===== src/rtl/uart_receiver.sv =====
// uart_receiver: 8N2 UART deserialiser that assembles 48 received bytes into one
// 4x4 BTint matrix and presents it on packed buses with a valid/ready handshake.
module uart_receiver #(
    parameter int unsigned BIT_PERIOD = 10000000
) (
    input  logic           uart_receiver_clock,
    input  logic           uart_receiver_reset_active_low,
    input  logic           uart_receiver_input,
    output logic [127:0]   uart_receiver_output_btint_a,
    output logic [127:0]   uart_receiver_output_btint_b,
    output logic [31:0]    uart_receiver_output_overflow,
    output logic           uart_receiver_output_valid,
    input  logic           uart_receiver_output_ready,
    output logic           uart_receiver_frame_error,
    output logic           uart_receiver_overrun
);

    localparam logic [23:0] PERIOD      = 24'(BIT_PERIOD);
    localparam logic [23:0] HALF_PERIOD = 24'(BIT_PERIOD / 2);

    typedef enum logic [1:0] {
        IDLE,
        START,
        DATA,
        STOP
    } state_t;

    logic         rx_meta;
    logic         rx_s;

    state_t       state_q,   state_d;
    logic [23:0]  bit_cnt_q, bit_cnt_d;
    logic [2:0]   bit_idx_q, bit_idx_d;
    logic [7:0]   shift_q,   shift_d;
    logic         byte_good;
    logic         byte_bad;

    // Byte position n is held as n = 3*elem + field.
    logic [3:0]   elem_q;
    logic [1:0]   field_q;
    logic         matrix_done;
    logic         load;

    logic [127:0] shadow_a;
    logic [127:0] shadow_b;
    logic [31:0]  shadow_ov;

    // NOTE: sequential blocks use non-blocking <= so every flop samples pre-edge values.
    always_ff @(posedge uart_receiver_clock or negedge uart_receiver_reset_active_low) begin
        if (!uart_receiver_reset_active_low) begin
            rx_meta <= 1'b1;
            rx_s    <= 1'b1;
        end else begin
            rx_meta <= uart_receiver_input;
            rx_s    <= rx_meta;
        end
    end

    always_ff @(posedge uart_receiver_clock or negedge uart_receiver_reset_active_low) begin
        if (!uart_receiver_reset_active_low) begin
            state_q   <= IDLE;
            bit_cnt_q <= 24'd0;
            bit_idx_q <= 3'd0;
            shift_q   <= 8'd0;
        end else begin
            state_q   <= state_d;
            bit_cnt_q <= bit_cnt_d;
            bit_idx_q <= bit_idx_d;
            shift_q   <= shift_d;
        end
    end

    // NOTE: every signal gets a default before the case so no latch is inferred.
    always_comb begin
        state_d   = state_q;
        bit_cnt_d = bit_cnt_q;
        bit_idx_d = bit_idx_q;
        shift_d   = shift_q;
        byte_good = 1'b0;
        byte_bad  = 1'b0;
        case (state_q)
            IDLE: begin
                if (!rx_s) begin
                    bit_cnt_d = HALF_PERIOD;
                    state_d   = START;
                end
            end
            START: begin
                if (bit_cnt_q == 24'd1) begin
                    if (rx_s) begin
                        state_d = IDLE;
                    end else begin
                        bit_cnt_d = PERIOD;
                        bit_idx_d = 3'd0;
                        state_d   = DATA;
                    end
                end else begin
                    bit_cnt_d = bit_cnt_q - 24'd1;
                end
            end
            DATA: begin
                if (bit_cnt_q == 24'd1) begin
                    shift_d[bit_idx_q] = rx_s;
                    bit_cnt_d          = PERIOD;
                    if (bit_idx_q == 3'd7) begin
                        state_d = STOP;
                    end else begin
                        bit_idx_d = bit_idx_q + 3'd1;
                    end
                end else begin
                    bit_cnt_d = bit_cnt_q - 24'd1;
                end
            end
            STOP: begin
                if (bit_cnt_q == 24'd1) begin
                    byte_good = rx_s;
                    byte_bad  = !rx_s;
                    state_d   = IDLE;
                end else begin
                    bit_cnt_d = bit_cnt_q - 24'd1;
                end
            end
            default: state_d = IDLE;
        endcase
    end

    assign matrix_done = byte_good && (elem_q == 4'd15) && (field_q == 2'd2);
    assign load        = matrix_done && (!uart_receiver_output_valid || uart_receiver_output_ready);

    always_ff @(posedge uart_receiver_clock or negedge uart_receiver_reset_active_low) begin
        if (!uart_receiver_reset_active_low) begin
            elem_q  <= 4'd0;
            field_q <= 2'd0;
        end else if (byte_bad) begin
            elem_q  <= 4'd0;
            field_q <= 2'd0;
        end else if (byte_good) begin
            if (field_q == 2'd2) begin
                field_q <= 2'd0;
                elem_q  <= elem_q + 4'd1;
            end else begin
                field_q <= field_q + 2'd1;
            end
        end
    end

    // NOTE: the shadow matrix holds data only, so it is deliberately left without reset.
    always_ff @(posedge uart_receiver_clock) begin
        if (byte_good) begin
            case (field_q)
                2'd0:    shadow_a[{elem_q, 3'b000} +: 8] <= shift_q;
                2'd1:    shadow_b[{elem_q, 3'b000} +: 8] <= shift_q;
                2'd2:    shadow_ov[{elem_q, 1'b0} +: 2]  <= shift_q[1:0];
                default: ;
            endcase
        end
    end

    // The final byte is element 15's overflow byte, so it bypasses the shadow on a load.
    always_ff @(posedge uart_receiver_clock or negedge uart_receiver_reset_active_low) begin
        if (!uart_receiver_reset_active_low) begin
            uart_receiver_output_btint_a  <= 128'd0;
            uart_receiver_output_btint_b  <= 128'd0;
            uart_receiver_output_overflow <= 32'd0;
            uart_receiver_output_valid    <= 1'b0;
            uart_receiver_frame_error     <= 1'b0;
            uart_receiver_overrun         <= 1'b0;
        end else begin
            uart_receiver_frame_error <= byte_bad;
            if (load) begin
                uart_receiver_output_btint_a  <= shadow_a;
                uart_receiver_output_btint_b  <= shadow_b;
                uart_receiver_output_overflow <= {shift_q[1:0], shadow_ov[29:0]};
                uart_receiver_output_valid    <= 1'b1;
            end else if (uart_receiver_output_ready) begin
                uart_receiver_output_valid <= 1'b0;
            end
            if (matrix_done && !load) begin
                uart_receiver_overrun <= 1'b1;
            end
        end
    end

    logic unused_ov;
    assign unused_ov = ^shadow_ov[31:30];

endmodule


===== config.mk =====
export PLATFORM = sky130hd
export DESIGN_NAME = uart_receiver
export DESIGN_NICKNAME = d
export VERILOG_FILES = /design/src/rtl/uart_receiver.sv
export SDC_FILE = /design/constraint.sdc
export NUM_CORES = 1
export LEC_CHECK = 0
export CORE_MARGIN = 2
export CORE_UTILIZATION = 50
export DETAILED_ROUTE_END_ITERATION = 7
export GPL_ROUTABILITY_DRIVEN = 0
export GPL_TIMING_DRIVEN = 0
export PLACE_DENSITY = 0.73
export SLEW_MARGIN = 0
export SYNTH_ARGS = -nofsm -noshare
export SYNTH_HDL_FRONTEND = slang
export SYNTH_SLANG_ARGS = --single-unit

===== constraint.sdc =====
create_clock -name uart_receiver_clock -period 3.92 [get_ports uart_receiver_clock]
set_clock_uncertainty 0.15 [all_clocks]
set_input_delay 0.588 -clock uart_receiver_clock [delete_from_list [all_inputs] [get_ports uart_receiver_clock]]
set_output_delay 0.588 -clock uart_receiver_clock [all_outputs]
set_load 0.02 [all_outputs]

Yosys cells after proc, flatten, opt, wreduce, memory -nomap -nowiden

Cells that the tools add are included.

Mux-type cells: 36
Shift operators: 4
Order comparisons: 2
Add/sub/neg operators: 6
Reduce and logical (&&, ||, !) cells: 23
Equal/unequal tests: 17

Operator list:

| operator                | number |
|---|---|
| $bwmux 128              | 2 |
| $shift 8x9->128 const A | 1 |
| $shiftx 8x9->128        | 1 |
| $mux 24                 | 5 |
| $pmux 24 s4             | 1 |
| $bwmux 32               | 1 |
| $shift 2x7->32 const A  | 1 |
| $shiftx 2x7->32         | 1 |
| $eq 24x1->1 const B     | 1 |
| $sub 24x1->24 const B   | 1 |
| $mux 2                  | 9 |
| $ne 2x2->1 const B      | 8 |
| $mux 3                  | 4 |
| $mux 4                  | 3 |
| $reduce_and 2->1        | 5 |
| $reduce_and 5->1        | 2 |
| $neg 7->9               | 1 |
| $bwmux 8                | 1 |
| $pmux 2 s4              | 1 |
| $reduce_bool 2->1       | 4 |
| $mux 1                  | 7 |
| $neg 5->7               | 1 |
| $eq 2x2->1 const B      | 3 |
| $pmux 3 s2              | 1 |
| 15 further kinds        | 23 |

Output and inout port bits: 291
Word-level logic and storage cells: 105
Flip-flop bits (word level): 624

Depth between registers and ports, before layout

Gate-level depths: netlist of the first run.

Word-level depth: 8
Gate-level depth with buffers: 10
Gate-level depth less buffers: 7

Least setup slack after synthesis of the first run

Ideal clock, no wire load.

Path type: register to register
Start point: register bit_cnt_q[1]
End point: register shadow_a[16], enable pin
Setup time: 0.383 ns
Arrival: 2.683 ns
Setup slack: 0.704 ns
Data required time: 3.387 ns
Stages on the path, launching flop included: 9
Path through: dfrtp_1 > inv_1 > ha_1 > or4b_4 > nor3_1 > nand4_1 > or3_1 > buf_2 > nor3_1

Cells in the longest elaborated chain, start to end: 4

Ends and longest elaborated chain:

| what                          | RTL line | source |
|---|---|---|
| start, declared               | 32       | `logic [23:0] bit_cnt_q, bit_cnt_d;` |
| start signal, assigned        | 67       | `bit_cnt_q <= bit_cnt_d;` |
| $eq 24x1->1                   | 115      | `if (bit_cnt_q == 24'd1) begin` |
| $mux 1                        | 115      |  |
| $mux 1                        | 81       | `case (state_q)` |
| $reduce_and 2->1 (no line)    | -        |  |
| end signal, assigned by index | 151      | `2'd0: shadow_a[{elem_q, 3'b000} +: 8] <= shift_q;` |
| end, declared                 | 44       | `logic [127:0] shadow_a;` |

Every way passes these cells.
A chain may end at the register's enable or synchronous reset.

==> results of run 1 <==
-- cells in the mapped netlist, drive strengths merged, types with 5 or more instances --
cell | instances | area, um^2
dfrtp | 334 | 8360
mux2 | 292 | 4040
edfxtp | 286 | 8590
nor2 | 140 | 546
and2 | 55 | 344
nand2 | 46 | 173
buf | 40 | 586
clkbuf | 36 | 135
o21ai | 34 | 170
nor3 | 23 | 126
and3 | 20 | 125
a21oi | 19 | 95.1
nand2b | 15 | 93.8
ha | 13 | 163
inv | 13 | 48.8
nand3 | 13 | 65.1
nand4 | 9 | 56.3
o31ai | 9 | 67.6
nor4 | 8 | 80.1
or2 | 6 | 37.5
a31oi | 5 | 31.3
nor2b | 5 | 31.3
-- cell families after synthesis --
family / share of synthesized area
multiplexers: 0.165
adder cells (fa/ha/maj): 0.00665
AO/OA/AOI/OAI: 0.0277
flip-flops: 0.695
AND/OR/NAND/NOR: 0.0736
buffers and inverters: 0.0316
-- repair_timing --
action,in CTS,in global routing
hold endpoints to repair,117,0
endpoints found under the setup margin,96,20
hold buffers,1,0
setup buffers,1,2
gates resized for setup,3,0
pin swaps,1,0
-- how the worst min path moves through the flow --
stage,from,endpoint,slack (ns),depth (start not counted)
floorplan,uart_receiver_reset_active_low,async pin,0.14,0
global placement,rx_meta$_DFF_PN1_,rx_s$_DFF_PN1_,0.20,0
detailed placement,rx_meta$_DFF_PN1_,rx_s$_DFF_PN1_,0.20,0
CTS,rx_meta$_DFF_PN1_,rx_s$_DFF_PN1_,0.21,0
global route,rx_meta$_DFF_PN1_,rx_s$_DFF_PN1_,0.22,0
finish,rx_meta$_DFF_PN1_,rx_s$_DFF_PN1_,0.21,0
-- metal layers --
layer | vias to the layer above | track usage | share of wire
met4 | 2 | 0.0878 | 0.034
li1 | 6067 | - | -
met1 | 7132 | 0.325 | 0.41
met2 | 537 | 0.394 | 0.48
met5 | - | 0 | 0.00020
met3 | 106 | 0.0490 | 0.068
-- registers in the layout (all words and copies together) (netlist names), named ones only --
signal and count:
rx_meta 1, uart_receiver_overrun 1, bit_idx_q 3, uart_receiver_output_btint_a 128, rx_s 1, shift_q 8
uart_receiver_output_valid 1, state_q 1, bit_cnt_q 24, uart_receiver_output_overflow 32, uart_receiver_frame_error 1, elem_q 4
field_q 2, uart_receiver_output_btint_b 128, shadow_a 128, shadow_ov 30, shadow_b 128
-- power by group through the flow --
stage	logic (W)	clock network, W	registers (W)
floorplan	0.00000365	0	0.00691
global placement	0.0000773	0	0.00692
detailed placement	0.0000881	0	0.00691
CTS	0.0000891	0.00610	0.00678
global route	0.0000996	0.00635	0.00678
finish	0.0000827	0.00603	0.00678
-- area by class of cell --
type / instances / area (um^2) / area share
clock inverters: 33 / 424 / 0.0140
flip-flops and latches: 622 / 17000 / 0.560
plain buffers: 76 / 721 / 0.0237
multi-input cells: 763 / 6690 / 0.220
diodes: 1 / 2.50 / 0.0000825
well taps: 622 / 778 / 0.0256
repair buffers: 300 / 3040 / 0.100
inverters: 14 / 52.6 / 0.00173
clock buffers: 79 / 1640 / 0.0541
-- critical path: cells and delay by family, from the launching register on --
family	cells	cell delay, ns
and+or+nand+nor	4	1.21
buffers and inverters	4	1.12
DFF	1	0.37
AOI/OAI and AO/OA	1	0.28
adders and majority gates	1	0.21
-- stage by stage --
step	utilization	total power, W	instance area [um^2]	cells
after floorplan	-	0.00692	24400	1475
after global placement	0.579	0.00699	28200	2391
after detailed placement	0.580	0.00700	28200	2393
after CTS	0.623	0.0130	30300	2507
after global routing	0.624	0.0132	30300	2509
final	0.624	0.0129	30300	2510
==> qor.txt, run 1 <==
Commonest non-fill, non-tap cells in the layout = 334 x dfrtp_1, 293 x clkdlybuf4s50_1, 286 x edfxtp_1
Initial antenna violation count = 2
Worst Path Required = 4.02 ns
Routed WL per cell = 24.5 um
Unrepaired setup endpoints after global routing = false
Register area share after synthesis = 0.695
Predominant post-synthesis flop cell = dfrtp_1
Sequential fraction of design power = 0.526
Fmax = 0.268 GHz
Pwr per Cell Area = 425 nW/um^2
Flip-flop and latch count after synthesis = 622
Max incr delay on CP = 0.65 ns
DRC errors left = 0
Reg2reg start = elem_q[1]$_DFFE_PN0P_
TritonCTS clock tree = done
Slew Limit Fails = 0
TritonCTS buffer count = 59
Final WL = 61400 um
First-pass GRT wire length = 90000 um
H-tree depth = 2
Net Sw Power = 0.00260 W
Asr flop ratio synth = 0.540
Worst rel slew slack = 0.0967
GRT Util Overall = 0.242
Part of the cycle the worst path needs = 0.952
Leakage power = 11.7 nW
Number of max-cap violations = 0
Cell row count = 81
Slowest cell on crit path = nor2_1
Clk root buf = clkbuf_16
Initial Util = 0.503
Area delta synth->final = 24.1%
Clock buffer depth = 3
Nets = 1853
CP startpoint kind = flip-flop
Logic gate share of total power = 0.006
Final setup viols = 0
Setup Crit Path Kind = flip-flop to flip-flop
FF-to-FF path depth = 10
Warnings from Yosys = 0
Clock power frac = 0.468
Chip Width = 225 um
Mapped Avg Cell Area = 16.6 um^2
Critical path endpoint = shadow_b[50]$_DFFE_PP_
Core Area = 48600 um^2
Yosys cell types = 61
Setup WS pre-CTS = -0.350 ns
Crit path arrival time = 3.84 ns
CP startpoint = elem_q[1]$_DFFE_PN0P_
IO Port Bufs = 294
Synth Cell Area = 24400 um^2
Maximum VDD drop = 0.386 mV
DRT iter0 DRCs = 1196
Vias in the first global route = 13.9k
Fraction of final layout cells with drive strength greater than 1 = 0.246
CP endpoint kind = flip-flop
Dpl hpwl = 42400 um
Internal power = 0.0103 W
Reg clk slew, reported paths = 0.06 ns
Antenna Nets Post-Route = 0
Maximum fanout along the worst path = 10
Fin Setup TNS = 0 ns
Minimum clock period = 3.73 ns
CP Cell Sequence = clkbuf_1 > inv_1 > ha_1 > clkbuf_1 > nand2b_1 > nor2_1 > a31o_2 > clkbuf_1 > nand2_1 > nor2_1
Clk_lat worst skew = 0.63 ns
Final hold vios = 0
Worst slew pin tran = 1.36 ns
Min Hold Slack = 0.209 ns
Post-synth EDFFs = 286
Ports = 295
Setup ws final = 0.186 ns
Syn nets = 1492
FILL cells = 3498
Setup slack, reg-to-reg = 0.19 ns
Total grt overflow = 0
Worst hold path type = flip-flop to flip-flop
Crit path top cell by count = clkbuf_1
Die Area = 50700 um^2
Die H = 225 um
Most common cell after layout, fill and taps aside = dfrtp_1
Outcome = complete, no violations
Drt via density = 5.52
Clock sinks = 622
Via Count = 13.8k
Drt first pass iters = 5
Sw Share = 0.201
Post-Syn Instances = 1475
Worst r2r dst = shadow_b[50]$_DFFE_PP_
Largest net degree at the start of global routing = 120
Power figures use the tool's default switching activity.
==> run 2: changes to the inputs <==
Settings changed: ABC_CLOCK_PERIOD_IN_PS set to 3920, GPL_ROUTABILITY_DRIVEN 0 to not set.
==> run 2 against run 1 <==
  * Cell area up 0.14%
  * Sequential share of layout area down 0.076 points
  * Fmax shrank 0.94%
  * Setup slack got worse by 0.035 ns
  * Total power down 1.4%
  * Via count rose by 0.20%
  * First-iteration DRC count is 4.1% higher
  * Routed wire length grew 0.39%
  * Clock power down 3%
  * Core utilization up 0.085 points
  * Largest power group unchanged
==> qor.txt, run 2 (synthesized netlist as in run 1, its figures left out) <==
DRT iter0 DRCs = 1245
Largest net degree at the start of global routing = 114
IO Port Bufs = 294
Minimum clock period = 3.77 ns
Ant diodes = 0
Top Usage Layer GRT = met2
Design area = 30400 um^2
Worst slew pin tran = 1.34 ns
Final WL = 61700 um
Leakage power = 11.7 nW
Most common cell after layout, fill and taps aside = dfrtp_1
CP endpoint kind = flip-flop
Maximum fanout along the worst path = 10
Chip Width = 225 um
DRC errors left = 0
Hold depth = 0
Maximum VDD drop = 0.392 mV
Cell row count = 81
Fin Setup TNS = 0 ns
Fmax = 0.265 GHz
Placed Area = 28300 um^2
Outcome = complete, no violations
Power, Total = 0.0127 W
H-tree depth = 2
TritonCTS buffer count = 61
Drt first pass iters = 5
Crit path arrival time = 3.86 ns
M2 GR Usage = 0.401
Ports = 295
Met1 Track Usage GR = 0.336
Critical path endpoint = shadow_a[70]$_DFFE_PP_
Worst r2r dst = shadow_a[70]$_DFFE_PP_
Clock buffer depth = 3
Final setup viols = 0
Commonest non-fill, non-tap cells in the layout = 334 x dfrtp_1, 293 x clkdlybuf4s50_1, 286 x edfxtp_1
Drt via density = 5.51
Worst rel slew slack = 0.109
Pwr per Cell Area = 418 nW/um^2
Gpl congestion = 0.877
First-pass GRT wire length = 90700 um
Total grt overflow = 0
Slew Limit Fails = 0
FF-to-FF path depth = 9
Initial Util = 0.503
Dpl hpwl = 42900 um
Final non-filler cell total = 2517
Core Area = 48600 um^2
Clock sinks = 622
Worst hold path type = flip-flop to flip-flop
GRT Util Overall = 0.245
Routed WL per cell = 24.5 um
CP startpoint = bit_cnt_q[1]$_DFFE_PN0P_
Clk root buf = clkbuf_16
Setup Crit Path Kind = flip-flop to flip-flop
Antenna Nets Post-Route = 0
Number of max-cap violations = 0
Initial antenna violation count = 2
Die Area = 50700 um^2
DP Cell Count = 2394
Setup slack, reg-to-reg = 0.15 ns
Part of the cycle the worst path needs = 0.961
Die H = 225 um
Via Count = 13.9k
Worst Path Required = 4.01 ns
Clk_lat worst skew = 0.62 ns
Nets = 1859
Area delta synth->final = 24.3%
Fraction of final layout cells with drive strength greater than 1 = 0.248
Met3 Usage GRT = 0.0405
Vias in the first global route = 14.0k
Reg clk slew, reported paths = 0.06 ns
FILL cells = 3493
TritonCTS clock tree = done
CP startpoint kind = flip-flop
Reg2reg start = bit_cnt_q[1]$_DFFE_PN0P_
Final hold vios = 0
Unrepaired setup endpoints after global routing = false
[run 2: changes by cell type in the layout (fill, tap and decap cells not counted), moves of 2 or more]
| cell | delta |
|---|---|
| clkinv_1 | +4 |
| clkbuf_16 | +4 |
| nor2_2 | +6 |
| bufinv_16 | -5 |
| clkbuf_8 | +5 |
| buf_4 | +2 |
| nor2_1 | -6 |
| clkbuf_1 | +4 |
| inv_16 | -2 |
| clkinv_2 | -3 |
[run 2: stage by stage]
| stage | utilization | hold WS [ns] | worst slack [ns] |
|---|---|---|---|
| floorplan | - | 0.142 | 0.704 |
| global placement | 0.579 | 0.197 | -12.77 |
| detailed placement | 0.581 | 0.197 | -0.440 |
| CTS | 0.624 | 0.205 | 0.0496 |
| global route | 0.625 | 0.211 | 0.0120 |
| finish | 0.625 | 0.206 | 0.151 |
[run 2: power by group]
group / internal [W] / switching [W]
Sequential: 0.00678 / 0.00000112
Clock: 0.00341 / 0.00244
Combinational: 0.0000134 / 0.0000738
Total: 0.0102 / 0.00251
[run 2: layout make-up]
| class | instances | area, um^2 | share of cell area |
|---|---|---|---|
| plain buffers | 76 | 721 | 0.0237 |
| clock buffers | 92 | 1830 | 0.0601 |
| clock inverters | 24 | 206 | 0.00679 |
| inverters | 14 | 52.6 | 0.00173 |
| multi-input cells | 763 | 6710 | 0.221 |
| flip-flops and latches | 622 | 17000 | 0.559 |
| well taps | 622 | 778 | 0.0256 |
| repair buffers | 304 | 3100 | 0.102 |
[run 2: how the worst min path moves through the flow]
stage	from	to
2_1_floorplan	uart_receiver_reset_active_low	async pin
3_3_place_gp	rx_meta$_DFF_PN1_	rx_s$_DFF_PN1_
3_5_place_dp	rx_meta$_DFF_PN1_	rx_s$_DFF_PN1_
4_1_cts	uart_receiver_input	rx_meta$_DFF_PN1_
5_1_grt	uart_receiver_input	rx_meta$_DFF_PN1_
6_report	rx_meta$_DFF_PN1_	rx_s$_DFF_PN1_
[run 2: routing by layer]
layer | up-vias | share of wire | routed length (um)
met5 | - | 0 | 0
met4 | 0 | 0.033 | 2030
met3 | 121 | 0.057 | 3490
met2 | 551 | 0.48 | 29900
met1 | 7120 | 0.43 | 26300
li1 | 6079 | - | -
[run 2: critical path, cell delays in order (launching register included)]
cell and delay, ns:
dfrtp_1 0.39, inv_1 0.11, ha_1 0.15, or4b_4 0.50, nor3_1 0.47, nand4_1 0.22
or3_1 0.35, buf_2 0.25, buf_6 0.23, nor2_1 0.55
[run 2: timing repair]
item	4_1_cts	5_1_grt
setup buffers	3	3
hold buffers	1	0
pin swaps	1	0
setup endpoints to repair	96	28
gates cloned	0	0
resized for setup	8	1
hold endpoints to repair	53	0
